### config.mk
export PLATFORM = sky130hd
export DESIGN_NAME = naneye_cfg_tx_multi
export DESIGN_NICKNAME = d
export VERILOG_FILES = /design/src/rtl/naneye_cfg_pkg.sv /design/src/rtl/naneye_cfg_rr_arb.sv /design/src/rtl/naneye_cfg_tx_multi.sv
export SDC_FILE = /design/constraint.sdc
export NUM_CORES = 1
export LEC_CHECK = 0
export CAP_MARGIN = 20
export CORE_ASPECT_RATIO = 0.8
export CORE_MARGIN = 2
export CORE_UTILIZATION = 53
export CTS_CLUSTER_SIZE = 25
export DETAILED_ROUTE_END_ITERATION = 8
export PLACE_DENSITY = 0.81
export SETUP_SLACK_MARGIN = 0.02
export SYNTH_ARGS = -nofsm -noshare
export SYNTH_HDL_FRONTEND = slang
export SYNTH_SLANG_ARGS = --single-unit
### constraint.sdc
create_clock -name CLOCK -period 1.84 [get_ports CLOCK]
set_clock_uncertainty 0.05 [all_clocks]
set_input_delay 0.184 -clock CLOCK [delete_from_list [all_inputs] [get_ports CLOCK]]
set_output_delay 0.184 -clock CLOCK [all_outputs]
set_load 0.05 [all_outputs]
### src/rtl/naneye_cfg_pkg.sv
// naneye_cfg_pkg: shared state encoding and parameter helpers for the NanEye config transmitter.
package naneye_cfg_pkg;

   typedef enum logic [2:0] {IDLE, LOAD, OE, SHIFT, HOLD} state_t;

   function automatic int clog2(input int v);
      int r;
      r = 0;
      while ((1 << r) < v) r++;
      return (r < 1) ? 1 : r;
   endfunction

   function automatic int half_cnt(input int clk_ps, input int bit_ns);
      return (bit_ns * 1000 + 2 * clk_ps - 1) / (2 * clk_ps);
   endfunction

   function automatic bit nwords_ok(input int nwords, input int bits, input int data_w);
      return nwords == (bits + data_w - 1) / data_w;
   endfunction

endpackage

### src/rtl/naneye_cfg_rr_arb.sv
// naneye_cfg_rr_arb: round-robin pick of the first pending channel after last_ch.
module naneye_cfg_rr_arb
   import naneye_cfg_pkg::*;
#(
   parameter int N_CH = 4,
   parameter int CH_W = clog2(N_CH)
) (
   input  logic [N_CH-1:0] pend,
   input  logic [CH_W-1:0] last_ch,
   output logic            grant,
   output logic [CH_W-1:0] grant_ch
);

   int idx;

   // Scan from lowest to highest priority so the nearest successor of last_ch wins.
   always_comb begin
      grant = |pend;
      grant_ch = '0;
      idx = 0;
      for (int i = N_CH; i >= 1; i--) begin
         idx = int'(last_ch) + i;
         idx = (idx >= N_CH) ? idx - N_CH : idx;
         if (pend[idx]) grant_ch = CH_W'(idx);
      end
   end

endmodule

### src/rtl/naneye_cfg_tx_multi.sv
// naneye_cfg_tx_multi: round-robin config transmitter serving N_CH NanEye sensors one at a time.
// Define NANEYE_CFG_PARITY_EN to append an even-parity bit after every payload.
module naneye_cfg_tx_multi
   import naneye_cfg_pkg::*;
#(
   parameter int CLOCK_PERIOD_PS = 20833,
   parameter int BIT_PERIOD_NS   = 400,
   parameter int C_NO_CFG_BITS   = 24,
   parameter int N_CH            = 4,
   parameter int DATA_W          = 16,
   parameter int NWORDS          = 2
) (
   input  logic                                 CLOCK,
   input  logic                                 RESET_N,
   input  logic [N_CH-1:0]                      START,
   input  logic [DATA_W-1:0]                    INPUT,
   output logic [clog2(N_CH)+clog2(NWORDS)-1:0] RD_ADDR,
   output logic                                 RD_EN,
   output logic [N_CH-1:0]                      TX_DAT,
   output logic [N_CH-1:0]                      TX_CLK,
   output logic [N_CH-1:0]                      TX_OE_N,
   output logic [N_CH-1:0]                      TX_END,
   output logic                                 BUSY
);

   localparam int CH_W   = clog2(N_CH);
   localparam int WORD_W = clog2(NWORDS);
   localparam int HALF   = half_cnt(CLOCK_PERIOD_PS, BIT_PERIOD_NS);
   localparam int SR_W   = NWORDS * DATA_W;
   localparam int CNT_W  = clog2(2 * HALF);
`ifdef NANEYE_CFG_PARITY_EN
   localparam int BITS   = C_NO_CFG_BITS + 1;
`else
   localparam int BITS   = C_NO_CFG_BITS;
`endif
   localparam int BC_W   = clog2(BITS);

   if (!nwords_ok(NWORDS, C_NO_CFG_BITS, DATA_W)) begin : g_bad_nwords
      $error("NWORDS must equal ceil(C_NO_CFG_BITS/DATA_W)");
   end

   state_t            state;
   logic [CH_W-1:0]   ch, last_ch, grant_ch;
   logic              grant, rd_q, nxt;
   logic [N_CH-1:0]   pend, sel, grant_oh;
   logic [WORD_W-1:0] widx;
   logic [SR_W-1:0]   sreg;
   logic [CNT_W-1:0]  cnt;
   logic [BC_W-1:0]   bcnt;

   naneye_cfg_rr_arb #(.N_CH(N_CH), .CH_W(CH_W)) u_arb (
      .pend     (pend),
      .last_ch  (last_ch),
      .grant    (grant),
      .grant_ch (grant_ch)
   );

   assign grant_oh = N_CH'(1) << grant_ch;

`ifdef NANEYE_CFG_PARITY_EN
   logic par;
   assign nxt = (bcnt == BC_W'(C_NO_CFG_BITS - 1)) ? par : sreg[SR_W-1];
`else
   assign nxt = sreg[SR_W-1];
`endif

   always_ff @(posedge CLOCK or negedge RESET_N) begin
      if (!RESET_N) begin
         state   <= IDLE;
         pend    <= '0;
         last_ch <= CH_W'(N_CH - 1);
         ch      <= '0;
         sel     <= '0;
         widx    <= '0;
         rd_q    <= 1'b0;
         sreg    <= '0;
         cnt     <= '0;
         bcnt    <= '0;
         RD_ADDR <= '0;
         RD_EN   <= 1'b0;
         TX_DAT  <= '0;
         TX_CLK  <= '0;
         TX_OE_N <= '1;
         TX_END  <= '0;
         BUSY    <= 1'b0;
`ifdef NANEYE_CFG_PARITY_EN
         par     <= 1'b0;
`endif
      end else begin
         pend <= (pend & ~((state == IDLE && grant) ? grant_oh : '0)) | START;
         rd_q <= RD_EN;
         TX_END <= '0;
         // Bank data lags RD_EN by one cycle; words stack up as {word0, word1, ..}.
         if (rd_q) sreg <= (sreg << DATA_W) | SR_W'(INPUT);
         case (state)
            IDLE: if (grant) begin
               state   <= LOAD;
               ch      <= grant_ch;
               sel     <= grant_oh;
               BUSY    <= 1'b1;
               RD_EN   <= 1'b1;
               RD_ADDR <= {grant_ch, WORD_W'(0)};
               widx    <= '0;
            end
            LOAD: if (RD_EN) begin
               if (widx == WORD_W'(NWORDS - 1)) RD_EN <= 1'b0;
               else begin
                  widx    <= widx + 1'b1;
                  RD_ADDR <= {ch, widx + 1'b1};
               end
            end else begin
               state   <= OE;
               TX_OE_N <= ~sel;
               cnt     <= '0;
            end
            OE: if (cnt == CNT_W'(2 * HALF - 1)) begin
               state  <= SHIFT;
               cnt    <= '0;
               bcnt   <= '0;
               TX_DAT <= sel & {N_CH{sreg[SR_W-1]}};
               sreg   <= sreg << 1;
`ifdef NANEYE_CFG_PARITY_EN
               par    <= ^sreg[SR_W-1 -: C_NO_CFG_BITS];
`endif
            end else cnt <= cnt + 1'b1;
            SHIFT: begin
               cnt <= cnt + 1'b1;
               if (cnt == CNT_W'(HALF - 1)) TX_CLK <= sel;
               if (cnt == CNT_W'(2 * HALF - 1)) begin
                  cnt    <= '0;
                  TX_CLK <= '0;
                  if (bcnt == BC_W'(BITS - 1)) begin
                     state  <= HOLD;
                     TX_DAT <= '0;
                  end else begin
                     bcnt   <= bcnt + 1'b1;
                     TX_DAT <= sel & {N_CH{nxt}};
                     sreg   <= sreg << 1;
                  end
               end
            end
            HOLD: if (cnt == CNT_W'(2 * HALF - 1)) begin
               state   <= IDLE;
               TX_OE_N <= '1;
               TX_END  <= sel;
               last_ch <= ch;
               BUSY    <= 1'b0;
            end else cnt <= cnt + 1'b1;
            default: state <= IDLE;
         endcase
      end
   end

endmodule
==> results of run 1 <==
[path summary, 6_finish.rpt]
path                                             from               endpoint  cells after the start
min in group CLOCK                           START[1]      pend[1]$_DFF_PN0_                      3
worst max-delay path             state[1]$_DFFE_PN0P_     cnt[3]$_DFFE_PN0P_                      4
worst max register to register   state[1]$_DFFE_PN0P_     cnt[3]$_DFFE_PN0P_                      4
worst min register to register  TX_CLK[3]$_DFFE_PN0P_  TX_CLK[3]$_DFFE_PN0P_                      2
max in group asynchronous                     RESET_N     sreg[30]$_DFF_PN0_                      3
worst min-delay path                          RESET_N      pend[1]$_DFF_PN0_                      2
[cells in the mapped netlist (2+ instances only)]
library cell | count | share of area
a31oi_1 | 4 | 0.0069
ha_1 | 3 | 0.010
and2b_1 | 2 | 0.0041
o22ai_1 | 3 | 0.0051
dfrtp_1 | 74 | 0.51
buf_1 | 2 | 0.0021
dfstp_2 | 6 | 0.043
and2_1 | 4 | 0.0069
o41ai_1 | 2 | 0.0048
a22o_1 | 2 | 0.0048
or2_2 | 2 | 0.0034
mux2_2 | 3 | 0.0093
a21o_1 | 2 | 0.0041
nand3b_1 | 2 | 0.0041
nand3_1 | 9 | 0.012
nor3_1 | 3 | 0.0041
inv_1 | 10 | 0.010
buf_2 | 8 | 0.011
nand2_1 | 41 | 0.042
nor2b_1 | 3 | 0.0051
nor2_1 | 44 | 0.045
a21oi_1 | 39 | 0.054
mux2i_1 | 33 | 0.091
clkbuf_1 | 6 | 0.0062
o21ai_0 | 24 | 0.033
nand2b_1 | 4 | 0.0069
a2bb2oi_1 | 4 | 0.0096
[flip-flops by register name (all words and copies together), names as in the netlist, 4 cells and up]
name,count
pend,4
TX_OE_N,4
TX_CLK,4
TX_DAT,4
sel,4
sreg,32
bcnt,5
cnt,5
TX_END,4
[power by group]
group          switching, mW  internal (mW)
registers              0.561           2.47
clock network          0.591          0.622
logic                   1.47           1.16
[metal layers]
metal	vias up	GRT usage	routed length, um
met5	-	0	0
met3	10	0.0499	263
met2	67	0.322	3550
met4	0	0.0746	116
li1	1370	-	-
met1	1341	0.264	3440
[through the flow]
| step | std cells | worst slack [ps] | area [um2] |
|---|---|---|---|
| after floorplan | 360 | 143 | 3650 |
| after global placement | 487 | 145 | 4240 |
| after detailed placement | 487 | 88.4 | 4240 |
| after CTS | 504 | 53.7 | 4430 |
| after global routing | 506 | -15.1 | 4500 |
| final | 506 | 79.9 | 4500 |
[layout make-up]
type                       instances  area [um2]  area share
clock buffer                      12         135      0.0300
multi-input combinational        254        1570       0.347
clock inverter                     4        45.0      0.0100
tap                               87         109      0.0242
sequential                        80        2010       0.446
inverter                          10        37.5     0.00833
timing repair buffer              59         603       0.134
[critical path, cell delays in order (launching register included)]
cell      delay [ps]
dfrtp_1          480
or3b_1           530
nand2b_1         290
a22oi_1          200
o21ai_0          100
[cell families after synthesis]
family                     count (synthesis)
AOI/OAI and AO/OA                         87
muxes                                     36
buffers and inverters                     26
DFF                                       80
and+or+nand+nor                          128
adders and majority gates                  3
[timing repair]
| action | CTS | global route |
|---|---|---|
| gates resized for setup | 0 | 11 |
| buffers inserted | 0 | 1 |
| hold buffers | 1 | 0 |
| endpoints found under the hold margin | 35 | 0 |
| setup endpoints to repair | 0 | 42 |
[placed cells by master, fill, tap and decap left out, drive strengths merged, types with 2 or more instances in the layout]
master          n
and2            4
ha              3
clkdlybuf4s50  36
o21ai          24
nor3            4
nor2           45
nand2b          4
a31oi           4
nand3b          2
inv            10
dfrtp          74
nand2          42
or2             3
o41ai           2
a21oi          39
clkinv          3
a2bb2oi         4
mux2i          33
a21o            2
buf            21
nand3           9
clkbuf         13
mux2            3
dfstp           6
o22ai           3
nor2b           3
and2b           2
a22o            2
==> out/metrics.csv, run 1 <==
metric;value;unit
achievable-frequency;0.568;GHz
final_hold_viol_count;0;
asyncSetResetFlopFracSynth;1.00;
critical_path.endpoint_type;register;
vias_after_detailed_routing;2788;
chipHeight;78.2;um
grt_max_degree;45;
mappedNetlistArea;3650;um2
outcome;finished clean;
synth-simple-area-share;0.169;
fillerInstances;520;
rows;27;
register_area_share_after_synthesis;0.551;
insertedDiodeCount;0;
detailedPlacementHpwl;4.98;mm
core_area;6760;um2
power_density;1530;nW/um2
sum_neg_setup_slack;0;ps
main_combinational_cell_family_by_area_after_synthesis;simple AND/OR/NAND/NOR gates;
clock_latency;340;ps
yosys_register_bits;80;
p_total;6.88;mW
startpoint_type;register;
port_buffers;42;
synth.distinct_cells;48;
globalplace.congestion;0.868;
die_w;96.7;um
drt_pre_antenna_iters;4;
clkSinkCount;80;
final_core_util;0.667;
synth_warnings;0;
max_fanout_on_critical_path;8;
worst_hold_slack;324;ps
reg2reg_slack;80;ps
tritoncts.num_buffers;9;
clockRootBuffer;clkbuf_8;
number_of_enable_flip_flop_cells_after_synthesis;0;
grt_pass1_vias;2641;
setup_repair_after_global_routing_missed_its_margin;yes;
worst_slew_margin_rel;0.648;
pin_count;43;
synth_ff_type;dfrtp_1;
die_area;7560;um2
synth.avg_cell_area;10.1;um2
drc;0;
fin_nets;439;
post_drt_via_cell_ratio;5.51;
number_of_buffers_on_the_longest_clock_path;2;
period_share;0.957;
wire_length_after_detailed_routing;7.37;mm
synth.area.mux_share;0.0999;
grtUsageTotal;0.200;
vdd_ir_drop_max;0.00106;V
floorplan.initialDensity;0.540;
fin_crit;1760;ps
clk_transition_reported_paths;80;ps
cp.required;2010;ps
kind_of_path_behind_the_tightest_hold_check;primary input to asynchronous set/reset pin;
routed_wire_length_per_instance;14.6;um
setup.worst_path.class;register to register;
worstMarginPinSlew;528;ps
final_layout_size_suffix_gt1_frac;0.141;
net_count_after_synthesis;385;
synthAdderAreaFrac;0.0103;
finalMaxSlewViolations;0;
power.static_leakage;2.04;nW
crit_arrival;1930;ps
global_route.overflow_total;0;
detailedRoute.firstIterationViolations;177;
setup-violations-final;0;
number_of_antenna_violations_at_the_first_check_in_global_routing;0;
post_synth_inst_count;360;
synth-compound-area-share;0.140;
h-tree-depth;3;
area.growth.synth_to_final;23.5;%
cts_tree;yes;
max-cap-violations;0;
first_pass_grt_wire_length;12.1;mm
ant_nets;0;
synth_xor_area_frac;0;
(Power assumes the default switching activity.)
==> run 2, diff against run 1 <==
- CAP_MARGIN: 20 -> 40
- CORE_UTILIZATION: 53 -> 40
- PLACE_DENSITY: 0.81 -> 0.65
- clock period: 1.84 -> 1.8 ns (I/O delays scaled with it)
==> run 2 against run 1 <==
Against the previous run: critical path type is now register to output port; global-route usage decreased by 4.6 points; hold slack got worse by 26 ps; routed wire length increased by 4.2%.
==> out/metrics.csv, run 2 (same netlist as run 1, synthesis figures left out) <==
metric;value;unit;change
die_area;9900;um2;+31%
critPathTopFamily;buffers and inverters;;
kind_of_path_behind_the_tightest_hold_check;primary input to asynchronous set/reset pin;;
grt_pass1_vias;2579;;-2.3%
sum_neg_setup_slack;0;ps;unchanged
ff_latch_area;2010;um2;about the same
rows;31;;+15%
number_of_antenna_violations_at_the_first_check_in_global_routing;0;;unchanged
power_density;1660;nW/um2;+8.7%
worst_slew_margin_rel;0.665;;+0.0170
globalplace.congestion;0.804;;-7.4%
tritoncts.num_buffers;9;;unchanged
setup.worst_path.class;register to output port;;
crit_arrival;1500;ps;-430 ps
post_dp_cell_area;4320;um2;+1.9%
detailedPlacementHpwl;5.02;mm;+0.99%
clkPwrFrac;0.267;;+0.091
power.net_switching;2.74;mW;+4.3%
drc;0;;unchanged
worst_hold_slack;298;ps;-25.9 ps
swShare;0.345;;-0.0368
max_fanout_on_critical_path;2;;-6
layout_top_registers;sreg x32, bcnt x5, cnt x5;;
instances_no_fill;546;;+7.9%
setup_repair_after_global_routing_missed_its_margin;yes;;
place_ws;69.8;ps;-18.6 ps
vdd_ir_drop_max;0.000862;V;-19%
area.growth.synth_to_final;31.3;%;
final_hold_viol_count;0;;unchanged
chipHeight;89.4;um;+14%
sequential_share_of_power;0.387;;-0.054
max-cap-violations;0;;unchanged
fin_crit;1730;ps;
crit_path_top_delay_cell;clkdlybuf4s50_1;;
layout_commonest_cell;dfrtp_1;;
number_of_buffers_on_the_longest_clock_path;2;;unchanged
final_layout_size_suffix_gt1_frac;0.172;;+0.0309
worst_slack;66.5;ps;-13.4 ps
outcome;finished clean;;
cp_cell_sequence;clkdlybuf4s50_1;;
startpoint_type;register;;
clockRootBuffer;clkbuf_16;;
routed_wire_length_per_instance;14.1;um;-3.4%
fillerInstances;803;;+54%
h-tree-depth;3;;unchanged
clkSinkCount;80;;unchanged
vias_after_detailed_routing;2797;;+0.32%
critPathMaxStageDelay;810;ps;+280 ps
stdcell_area;4790;um2;+6.3%
pin_count;43;;unchanged
drt_pre_antenna_iters;4;;unchanged
floorplan.initialDensity;0.407;;-0.133
global_route.overflow_total;0;;unchanged
period_share;0.963;;
setup-violations-final;0;;unchanged
final_core_util;0.534;;-0.133
clock_latency;320;ps;-20 ps
port_buffers;42;;unchanged
ant_nets;0;;unchanged
detailedRoute.firstIterationViolations;123;;-31%
power.static_leakage;2.18;nW;+6.5%
achievable-frequency;0.577;GHz;
clk_transition_reported_paths;60;ps;-20 ps
p_total;7.94;mW;+15%
insertedDiodeCount;0;;unchanged
core_area;8960;um2;+33%
die_w;111;um;+14%
placed_cells;521;;+7.0%
timing.critical_path.buf_inv;1;;+1
grtUsageTotal;0.154;;-0.0461
largest_register_ff_count;32;;unchanged
regMostFlops;sreg;;
grt_max_degree;64;;+42%
worstMarginPinSlew;501;ps;-27.0 ps
finalMaxSlewViolations;0;;unchanged
critical_path.endpoint_type;output port;;
cp.required;1570;ps;-440 ps
leading_cell_types_in_the_layout_fill_and_taps_excluded;dfrtp_1, nor2_1, nand2_1;;
combPwrFrac;0.345;;-0.038
first_pass_grt_wire_length;12.5;mm;+2.6%
cts_tree;yes;;
fin_nets;451;;+2.7%
wire_length_after_detailed_routing;7.68;mm;+4.2%
post_drt_via_cell_ratio;5.12;;-7.0%
cellInternalPower;5.21;mW;+22%
footprint_of_the_multi_input_gates;1550;um2;-0.72%
[run 2: changes by cell type in the layout (fill, tap and decap cells not counted), sizes merged]
cell and change:
bufinv +2, buf +12, inv +1, clkinv -3
[run 2: area by class of cell]
| class | instances | area share |
|---|---|---|
| clock inverters | 4 | 0.0207 |
| inverters | 10 | 0.00784 |
| well taps | 115 | 0.0301 |
| multi-input cells | 254 | 0.325 |
| repair buffers | 71 | 0.143 |
| clock buffers | 12 | 0.0536 |
| flip-flops and latches | 80 | 0.420 |
[run 2: what timing repair did]
item | in CTS | in global routing
endpoints found under the setup margin | 0 | 45
buffers inserted | 0 | 6
gates resized for setup | 0 | 6
hold endpoints to repair | 26 | 0
hold buffers | 1 | 0
[run 2: power groups by stage]
stage / combinational [mW] / sequential [mW] / clock (mW)
6_report: 2.74 / 3.08 / 2.12
2_1_floorplan: 1.43 / 3.46 / 0
4_1_cts: 2.66 / 3.08 / 2.17
5_1_grt: 3.02 / 3.19 / 2.24
3_3_place_gp: 2.59 / 3.08 / 0
3_5_place_dp: 2.67 / 3.10 / 0
[run 2: routing by layer]
layer / global-route usage / vias to the layer above / part of all wire
met1: 0.216 / 1357 / 0.48
li1: - / 1395 / -
met4: 0.0341 / 0 / 0.0056
met3: 0.0346 / 4 / 0.030
met2: 0.247 / 41 / 0.48
met5: 0 / - / 0
[run 2: path summary, 6_finish.rpt]
check	startpoint	to	slack (ps)	cells after the start
setup / recovery	RD_ADDR[2]$_DFFE_PN0P_	RD_ADDR[2]	70	1
hold / removal	RESET_N	pend[3]$_DFF_PN0_	300	2
setup reg to reg	bcnt[1]$_DFFE_PN0P_	sreg[12]$_DFF_PN0_	80	6
hold reg to reg	TX_CLK[1]$_DFFE_PN0P_	TX_CLK[1]$_DFFE_PN0P_	420	2
max in group asynchronous	RESET_N	bcnt[3]$_DFFE_PN0P_	810	3
min in group CLOCK	START[1]	pend[1]$_DFF_PN0_	400	3
